**config.mk**
```make
export PLATFORM = sky130hd
export DESIGN_NAME = lock_controller_flat
export DESIGN_NICKNAME = d
export VERILOG_FILES = /design/src/rtl/lock_pkg.sv /design/src/rtl/lock_controller_if.sv /design/src/rtl/key_edge.sv /design/src/rtl/lock_controller.sv /design/src/flat_wrapper.sv
export SDC_FILE = /design/constraint.sdc
export NUM_CORES = 1
export LEC_CHECK = 0
export BUFFER_PORTS_ARGS = -buffer_cell sky130_fd_sc_hd__buf_2
export CORE_AREA = 5 5 138 74
export CTS_CLUSTER_DIAMETER = 50
export DETAILED_ROUTE_END_ITERATION = 8
export DIE_AREA = 0 0 143 79
export GPL_TIMING_DRIVEN = 0
export SYNTH_ARGS = -nofsm -noshare
export SYNTH_HDL_FRONTEND = slang
export SYNTH_SLANG_ARGS = --single-unit
```
**constraint.sdc**
```tcl
create_clock -name i_clk -period 1.88 [get_ports i_clk]
set_clock_uncertainty 0.05 [all_clocks]
set_input_delay 0.282 -clock i_clk [delete_from_list [all_inputs] [get_ports i_clk]]
set_output_delay 0.282 -clock i_clk [all_outputs]
set_load 0.01 [all_outputs]
```
**src/rtl/lock_pkg.sv**
```systemverilog
// Shared key codes, state encoding and widths for the keypad lock.
package lock_pkg;

  localparam int unsigned NIBBLE_W = 4;

  localparam logic [NIBBLE_W-1:0] KEY_STAR = 4'd10;
  localparam logic [NIBBLE_W-1:0] KEY_HASH = 4'd11;

  typedef enum logic [2:0] {
    StLocked  = 3'b001,
    StOpen    = 3'b010,
    StLockout = 3'b100
  } lock_state_e;

endpackage

```
**src/rtl/lock_controller_if.sv**
```systemverilog
// Keypad-side inputs and actuator/status outputs of the lock controller.
interface lock_controller_if;
  import lock_pkg::*;

  logic [NIBBLE_W-1:0] code;
  logic                valid;
  logic                unlock;
  logic                alarm;
  logic                ok;
  logic                err;
  logic [3:0]          digit_cnt;

  modport master (
    output code, valid,
    input  unlock, alarm, ok, err, digit_cnt
  );

  modport slave (
    input  code, valid,
    output unlock, alarm, ok, err, digit_cnt
  );
endinterface

```
**src/rtl/key_edge.sv**
```systemverilog
// Converts the scanner's Valid level into a single-cycle key strobe.
module key_edge
  import lock_pkg::*;
(
  input  logic                i_clk,
  input  logic                i_rst_n,
  input  logic                i_valid,
  input  logic [NIBBLE_W-1:0] i_code,
  output logic                o_stb,
  output logic [NIBBLE_W-1:0] o_code
);

  logic r_valid_q;

  always_ff @(posedge i_clk or negedge i_rst_n) begin
    if (!i_rst_n) begin
      r_valid_q <= 1'b0;
    end else begin
      r_valid_q <= i_valid;
    end
  end

  // A key already held at reset release still yields one strobe.
  assign o_stb  = i_valid & ~r_valid_q;
  assign o_code = i_code;

endmodule

```
**src/rtl/lock_controller.sv**
```systemverilog
// Passcode entry, compare, code change, auto-relock and failure lockout.
module lock_controller
  import lock_pkg::*;
#(
  parameter int unsigned          CODE_LEN       = 4,
  parameter logic [4*CODE_LEN-1:0] RESET_CODE    = 16'h1234,
  parameter int unsigned          OPEN_CYCLES    = 5000,
  parameter int unsigned          LOCKOUT_CYCLES = 20000,
  parameter int unsigned          MAX_FAIL       = 3,
  parameter int unsigned          TIMER_W        = 16
) (
  input  logic               i_clk,
  input  logic               i_rst_n,
  lock_controller_if.slave   io_bus
);

  localparam int unsigned BUF_W  = NIBBLE_W * CODE_LEN;
  localparam int unsigned FAIL_W = $clog2(MAX_FAIL + 1);

  localparam logic [3:0]         CNT_FULL  = 4'(CODE_LEN);
  localparam logic [3:0]         CNT_OVF   = 4'(CODE_LEN + 1);
  localparam logic [TIMER_W-1:0] OPEN_LD   = TIMER_W'(OPEN_CYCLES - 1);
  localparam logic [TIMER_W-1:0] LOCK_LD   = TIMER_W'(LOCKOUT_CYCLES - 1);
  localparam logic [FAIL_W-1:0]  FAIL_LIM  = FAIL_W'(MAX_FAIL);

  lock_state_e         r_state, w_state;
  logic [BUF_W-1:0]    r_code, w_code;
  logic [BUF_W-1:0]    r_buf, w_buf;
  logic [3:0]          r_cnt, w_cnt;
  logic [FAIL_W-1:0]   r_fail, w_fail;
  logic [TIMER_W-1:0]  r_timer, w_timer;
  logic                r_ok, w_ok;
  logic                r_err, w_err;

  logic                w_stb;
  logic [NIBBLE_W-1:0] w_key;
  logic [BUF_W-1:0]    w_ent_buf;
  logic [3:0]          w_ent_cnt;
  logic                w_is_hash;
  logic                w_match;
  logic [FAIL_W-1:0]   w_fail_inc;

  key_edge u_key_edge (
    .i_clk   (i_clk),
    .i_rst_n (i_rst_n),
    .i_valid (io_bus.valid),
    .i_code  (io_bus.code),
    .o_stb   (w_stb),
    .o_code  (w_key)
  );

  // Effect of a digit or '*' on the entry buffer; '#' and 12-15 leave it alone.
  always_comb begin
    w_ent_buf = r_buf;
    w_ent_cnt = r_cnt;
    if (w_key < 4'd10) begin
      if (r_cnt < CNT_FULL) begin
        w_ent_buf = (r_buf << NIBBLE_W) | BUF_W'(w_key);
        w_ent_cnt = r_cnt + 4'd1;
      end else if (r_cnt == CNT_FULL) begin
        w_ent_cnt = CNT_OVF;
      end
    end else if (w_key == KEY_STAR) begin
      w_ent_buf = '0;
      w_ent_cnt = '0;
    end
  end

  assign w_is_hash  = w_stb && (w_key == KEY_HASH);
  assign w_match    = (r_cnt == CNT_FULL) && (r_buf == r_code);
  assign w_fail_inc = r_fail + FAIL_W'(1);

  always_comb begin
    w_state = r_state;
    w_code  = r_code;
    w_buf   = r_buf;
    w_cnt   = r_cnt;
    w_fail  = r_fail;
    w_timer = r_timer;
    w_ok    = 1'b0;
    w_err   = 1'b0;
    unique case (r_state)
      StLocked: begin
        if (w_is_hash) begin
          w_buf = '0;
          w_cnt = '0;
          if (w_match) begin
            w_ok    = 1'b1;
            w_fail  = '0;
            w_state = StOpen;
            w_timer = OPEN_LD;
          end else begin
            w_err  = 1'b1;
            w_fail = w_fail_inc;
            if (w_fail_inc >= FAIL_LIM) begin
              w_fail  = '0;
              w_state = StLockout;
              w_timer = LOCK_LD;
            end
          end
        end else if (w_stb) begin
          w_buf = w_ent_buf;
          w_cnt = w_ent_cnt;
        end
      end
      StOpen: begin
        // Expiry takes priority; a strobe in the same cycle is dropped.
        if (r_timer == '0) begin
          w_state = StLocked;
        end else begin
          w_timer = r_timer - TIMER_W'(1);
          if (w_is_hash) begin
            w_buf = '0;
            w_cnt = '0;
            if (r_cnt == '0) begin
              w_state = StLocked;
              w_timer = '0;
            end else if (r_cnt == CNT_FULL) begin
              w_code  = r_buf;
              w_ok    = 1'b1;
              w_timer = OPEN_LD;
            end else begin
              w_err = 1'b1;
            end
          end else if (w_stb) begin
            w_buf = w_ent_buf;
            w_cnt = w_ent_cnt;
          end
        end
      end
      StLockout: begin
        w_buf = '0;
        w_cnt = '0;
        if (r_timer == '0) begin
          w_state = StLocked;
        end else begin
          w_timer = r_timer - TIMER_W'(1);
        end
      end
      default: begin
        w_state = StLocked;
        w_buf   = '0;
        w_cnt   = '0;
        w_timer = '0;
      end
    endcase
  end

  always_ff @(posedge i_clk or negedge i_rst_n) begin
    if (!i_rst_n) begin
      r_state <= StLocked;
      r_code  <= RESET_CODE;
      r_buf   <= '0;
      r_cnt   <= '0;
      r_fail  <= '0;
      r_timer <= '0;
      r_ok    <= 1'b0;
      r_err   <= 1'b0;
    end else begin
      r_state <= w_state;
      r_code  <= w_code;
      r_buf   <= w_buf;
      r_cnt   <= w_cnt;
      r_fail  <= w_fail;
      r_timer <= w_timer;
      r_ok    <= w_ok;
      r_err   <= w_err;
    end
  end

  assign io_bus.unlock    = (r_state == StOpen);
  assign io_bus.alarm     = (r_state == StLockout);
  assign io_bus.ok        = r_ok;
  assign io_bus.err       = r_err;
  assign io_bus.digit_cnt = r_cnt;

endmodule

```
**src/flat_wrapper.sv**
```systemverilog
// flat-port wrapper written by rule: the top's interface ports become plain ports
module lock_controller_flat import lock_pkg::*;
#(
  parameter int unsigned          CODE_LEN       = 4,
  parameter logic [4*CODE_LEN-1:0] RESET_CODE    = 16'h1234,
  parameter int unsigned          OPEN_CYCLES    = 5000,
  parameter int unsigned          LOCKOUT_CYCLES = 20000,
  parameter int unsigned          MAX_FAIL       = 3,
  parameter int unsigned          TIMER_W        = 16
)
  (i_clk, i_rst_n, io_bus_code, io_bus_valid, io_bus_unlock, io_bus_alarm, io_bus_ok, io_bus_err, io_bus_digit_cnt);
  lock_controller_if io_bus_i ();
  input  logic i_clk;
  input  logic i_rst_n;
  input wire logic [$bits(io_bus_i.code)-1:0] io_bus_code;
  input wire logic [$bits(io_bus_i.valid)-1:0] io_bus_valid;
  output wire logic [$bits(io_bus_i.unlock)-1:0] io_bus_unlock;
  output wire logic [$bits(io_bus_i.alarm)-1:0] io_bus_alarm;
  output wire logic [$bits(io_bus_i.ok)-1:0] io_bus_ok;
  output wire logic [$bits(io_bus_i.err)-1:0] io_bus_err;
  output wire logic [$bits(io_bus_i.digit_cnt)-1:0] io_bus_digit_cnt;
  assign io_bus_i.code = io_bus_code;
  assign io_bus_i.valid = io_bus_valid;
  assign io_bus_unlock = io_bus_i.unlock;
  assign io_bus_alarm = io_bus_i.alarm;
  assign io_bus_ok = io_bus_i.ok;
  assign io_bus_err = io_bus_i.err;
  assign io_bus_digit_cnt = io_bus_i.digit_cnt;
  lock_controller #(.CODE_LEN(CODE_LEN), .RESET_CODE(RESET_CODE), .OPEN_CYCLES(OPEN_CYCLES), .LOCKOUT_CYCLES(LOCKOUT_CYCLES), .MAX_FAIL(MAX_FAIL), .TIMER_W(TIMER_W)) u_core (.i_clk(i_clk), .i_rst_n(i_rst_n), .io_bus(io_bus_i));
endmodule
```
==> impl_metrics.csv <==
group,metric,value,unit
pwr,p_total,4.64,mW
clocking,clkTransAtPathRegs,50,ps
sta,hold_viol_final,27,
clocking,insertion_delay,330,ps
placement,dp_hpwl,5960,um
clocking,ctsLongestPathBuffers,2,
sta,finalCritPeriodShare,113,%
detailed_routing,first_pass_iters,5,
placement,placed_cells,432,
layout,drive_above_1_share,48.9,%
worst_setup_path,path_class,"reg2reg",
synth,synthArstFlopShare,100,%
outcome,violations,"hold timing, setup timing",
worst_setup_path,path_cells,"or3b_4 -> a41o_1 -> a31o_4 -> nand3_4 -> buf_6 -> a31oi_4 -> o32a_1",
synth,syn_nets,307,
global_routing,grt_pass1_vias,2655,
global_routing,grt_start_max_net_pins,61,
synth,synthCells,297,
die,die_width,143,um
worst_setup_path,cp-end-kind,"register",
worst_setup_path,path_max_fanout,6,
sta,tns,-7400,ps
pwr,pwr-share-clk,35.8,%
clocking,clock-root-buffer,"clkbuf_16",
detailed_routing,ant_nets,0,
synth,synth_cell_types,55,
layout,final_area,0.00457,mm2
detailed_routing,drc,0,
worst_setup_path,crit_family,"compound AO/OA/AOI/OAI gates",
placement,port-buffer-count,14,
synth,synth_area_leaders,"dfrtp_1, mux2_2, dfstp_2",
worst_setup_path,critPathArrivalTime,2280,ps
die,initial_core_util,34.2,%
layout,fill_cells,782,
sta,worst_hold_slack,-17.7,ps
global_routing,grt_pass1_wl,14800,um
synth,synth_most_common_cell,"dfrtp_1",
layout,stdcell_count,491,
placement,place_area,0.00339,mm2
die,rows,25,
pwr,power_frac_comb,29.9,%
sta,finalCriticalPeriod,2120,ps
clocking,cts_tree,"yes",
sta,rsz0062_at_grt,"yes",
outcome,status,"finished, violations left",
detailed_routing,first_iter_violations,251,
sta,worstMarginPinSlew,778,ps
synth,ys_ff_latch,60,
sta,maxSlewViolCount,0,
detailed_routing,finalWirelength,9750,um
sta,fmax,472,MHz
synth,synth_seq_area_share,48.8,%
pwr,power_density,1020,mW/mm2
synth,yosysTopAreaCellShare,43.7,%
synth,synth_edf_count,0,
sta,finalSetupViolations,56,
die,coreArea,0.00904,mm2
detailed_routing,wire_per_inst,19.9,um
placement,post-place-ws,-527,ps
layout,post-route-util,50.5,%
global_routing,antenna_found_initial,0,
synth,synthesis.area,0.00309,mm2
worst_setup_path,required,2040,ps
layout,area_growth_syn_to_layout,47.7,%
job,maxCapViolCount,0,
detailed_routing,via_per_inst,5.64,
die,die_h,79,um
sta,relSlewSlack,48.2,%
worst_setup_path,start_kind,"register",
layout,nets,375,
synth,yosys_warnings,0,
detailed_routing,vias,2768,
global_routing,grt_use_total,17.4,%
worst_setup_path,slowest_delay,560,ps
layout,n_antenna_cell,0,
die,die-area,0.0113,mm2
clocking,cts_max_level,3,
pwr,switching_share,32.3,%
placement,gp_congestion,0.881,
synth,yosys.area.top_type,"dfrtp_1",
clocking,numCtsBuffers,9,
worst_setup_path,worst-path-buf-inv,1,
pwr,p_leak,2.15,nW
synth,synth_commonest_cells,"dfrtp_1, nand2_1, nor2_1",
global_routing,grt-ovfl-total,0,
pwr,vdd_drop_max,0.000491,V
pwr,p_int,3.14,mW
clocking,cts.sinks,60,
synth,syn_area_per_cell,10.4,um2
synth,ys.flop_type,"dfrtp_1",
pwr,switchingPower,1.50,mW
worst_setup_path,crit_path_top_delay_cell,"dfstp_2",
sta,fin_ws,-237,ps
die,ios,15,
min_path,holdCritPathClass,"in2async",
pwr,pwr-share-seq,34.3,%
## cell type report
cell class                      count  area, um2  area share [%]
Buffer                              6       70.1            1.53
Clock buffer                       12        256            5.62
Clock inverter                      4       47.5            1.04
Inverter                           13       51.3            1.12
Multi-Input combinational cell    218       2000            43.9
Sequential cell                    60       1510            33.1
Tap cell                          121        151            3.32
Timing Repair Buffer               57        474            10.4
## timing repair
action	in CTS	in global routing
pin swaps	20	17
cloned	4	0
hold buffers	0	0
setup buffers	31	8
setup endpoints to repair	59	58
gates resized for setup	65	61
hold endpoints to repair	0	0
## kinds of logic after synthesis
logic type                 synth area share (%)
and+or+nand+nor                            17.6
buffers and inverters                      2.59
adders and majority gates                  1.21
AOI/OAI and AO/OA                          19.4
DFF                                        48.8
xor gates and xnor gates                   4.53
muxes                                      5.83
## worst register-to-register path, cell delays in order (launching register included)
cell     delay [ps]
dfstp_2         560
or3b_4          410
a41o_1          260
a31o_4          230
nand3_4         140
buf_6           160
a31oi_4          40
o32a_1          170
## path summary, 6_finish.rpt
| check | startpoint | end | slack, ps | cells after the start |
|---|---|---|---|---|
| max | u_core.r_state[0] | u_core.r_timer[9] | -240 | 7 |
| min | i_rst_n | u_core.r_timer[1] | -20 | 1 |
| max reg2reg | u_core.r_state[0] | u_core.r_timer[9] | -240 | 7 |
| min reg2reg | u_core.r_code[11] | u_core.r_code[11] | 470 | 2 |
| max in group asynchronous | i_rst_n | u_core.io_bus.digit_cnt[3] | 1230 | 1 |
| min in group i_clk | io_bus_valid | u_core.u_key_edge.r_valid_q | 20 | 1 |
## registers in the layout, summed over array words and instances (netlist names)
signal,cells
u_core.r_buf,16
u_core.r_code,16
u_core.r_timer,16
u_core.io_bus.digit_cnt,4
u_core.r_state,3
u_core.r_fail,2
u_core.io_bus.err,1
u_core.io_bus.ok,1
u_core.u_key_edge.r_valid_q,1
## routing by layer
metal / GRT usage [%] / up-vias / share of wire, %
met5: 0 / - / 0
met4: 4.46 / 0 / 1.1
met3: 6.38 / 11 / 8.2
met2: 22.3 / 121 / 40
met1: 27.0 / 1390 / 51
li1: - / 1246 / -
## cells in the final DEF, fill, tap and decap left out, types with 6 or more instances in the layout
master / Yosys / final
clkbuf_16: 0 / 9
xnor2_1: 8 / 8
a21oi_1: 19 / 12
mux2_4: 0 / 15
inv_1: 12 / 7
buf_2: 4 / 13
nand2_1: 26 / 16
dfstp_2: 6 / 6
nand2_2: 1 / 6
nor2_1: 21 / 16
dfrtp_1: 54 / 53
a22o_1: 15 / 15
o21ai_2: 0 / 6
xor2_1: 8 / 7
buf_6: 0 / 12
a31oi_1: 10 / 8
buf_4: 1 / 33
## power by group through the flow
stage / clock (mW) / sequential [mW] / combinational [mW]
2_1_floorplan: 0 / 1.57 / 0.563
3_3_place_gp: 0 / 1.59 / 0.783
3_5_place_dp: 0 / 1.60 / 0.803
4_1_cts: 1.69 / 1.57 / 1.15
5_1_grt: 1.75 / 1.61 / 1.48
6_report: 1.66 / 1.59 / 1.39
No activity file was read; power rests on OpenSTA's default activity.
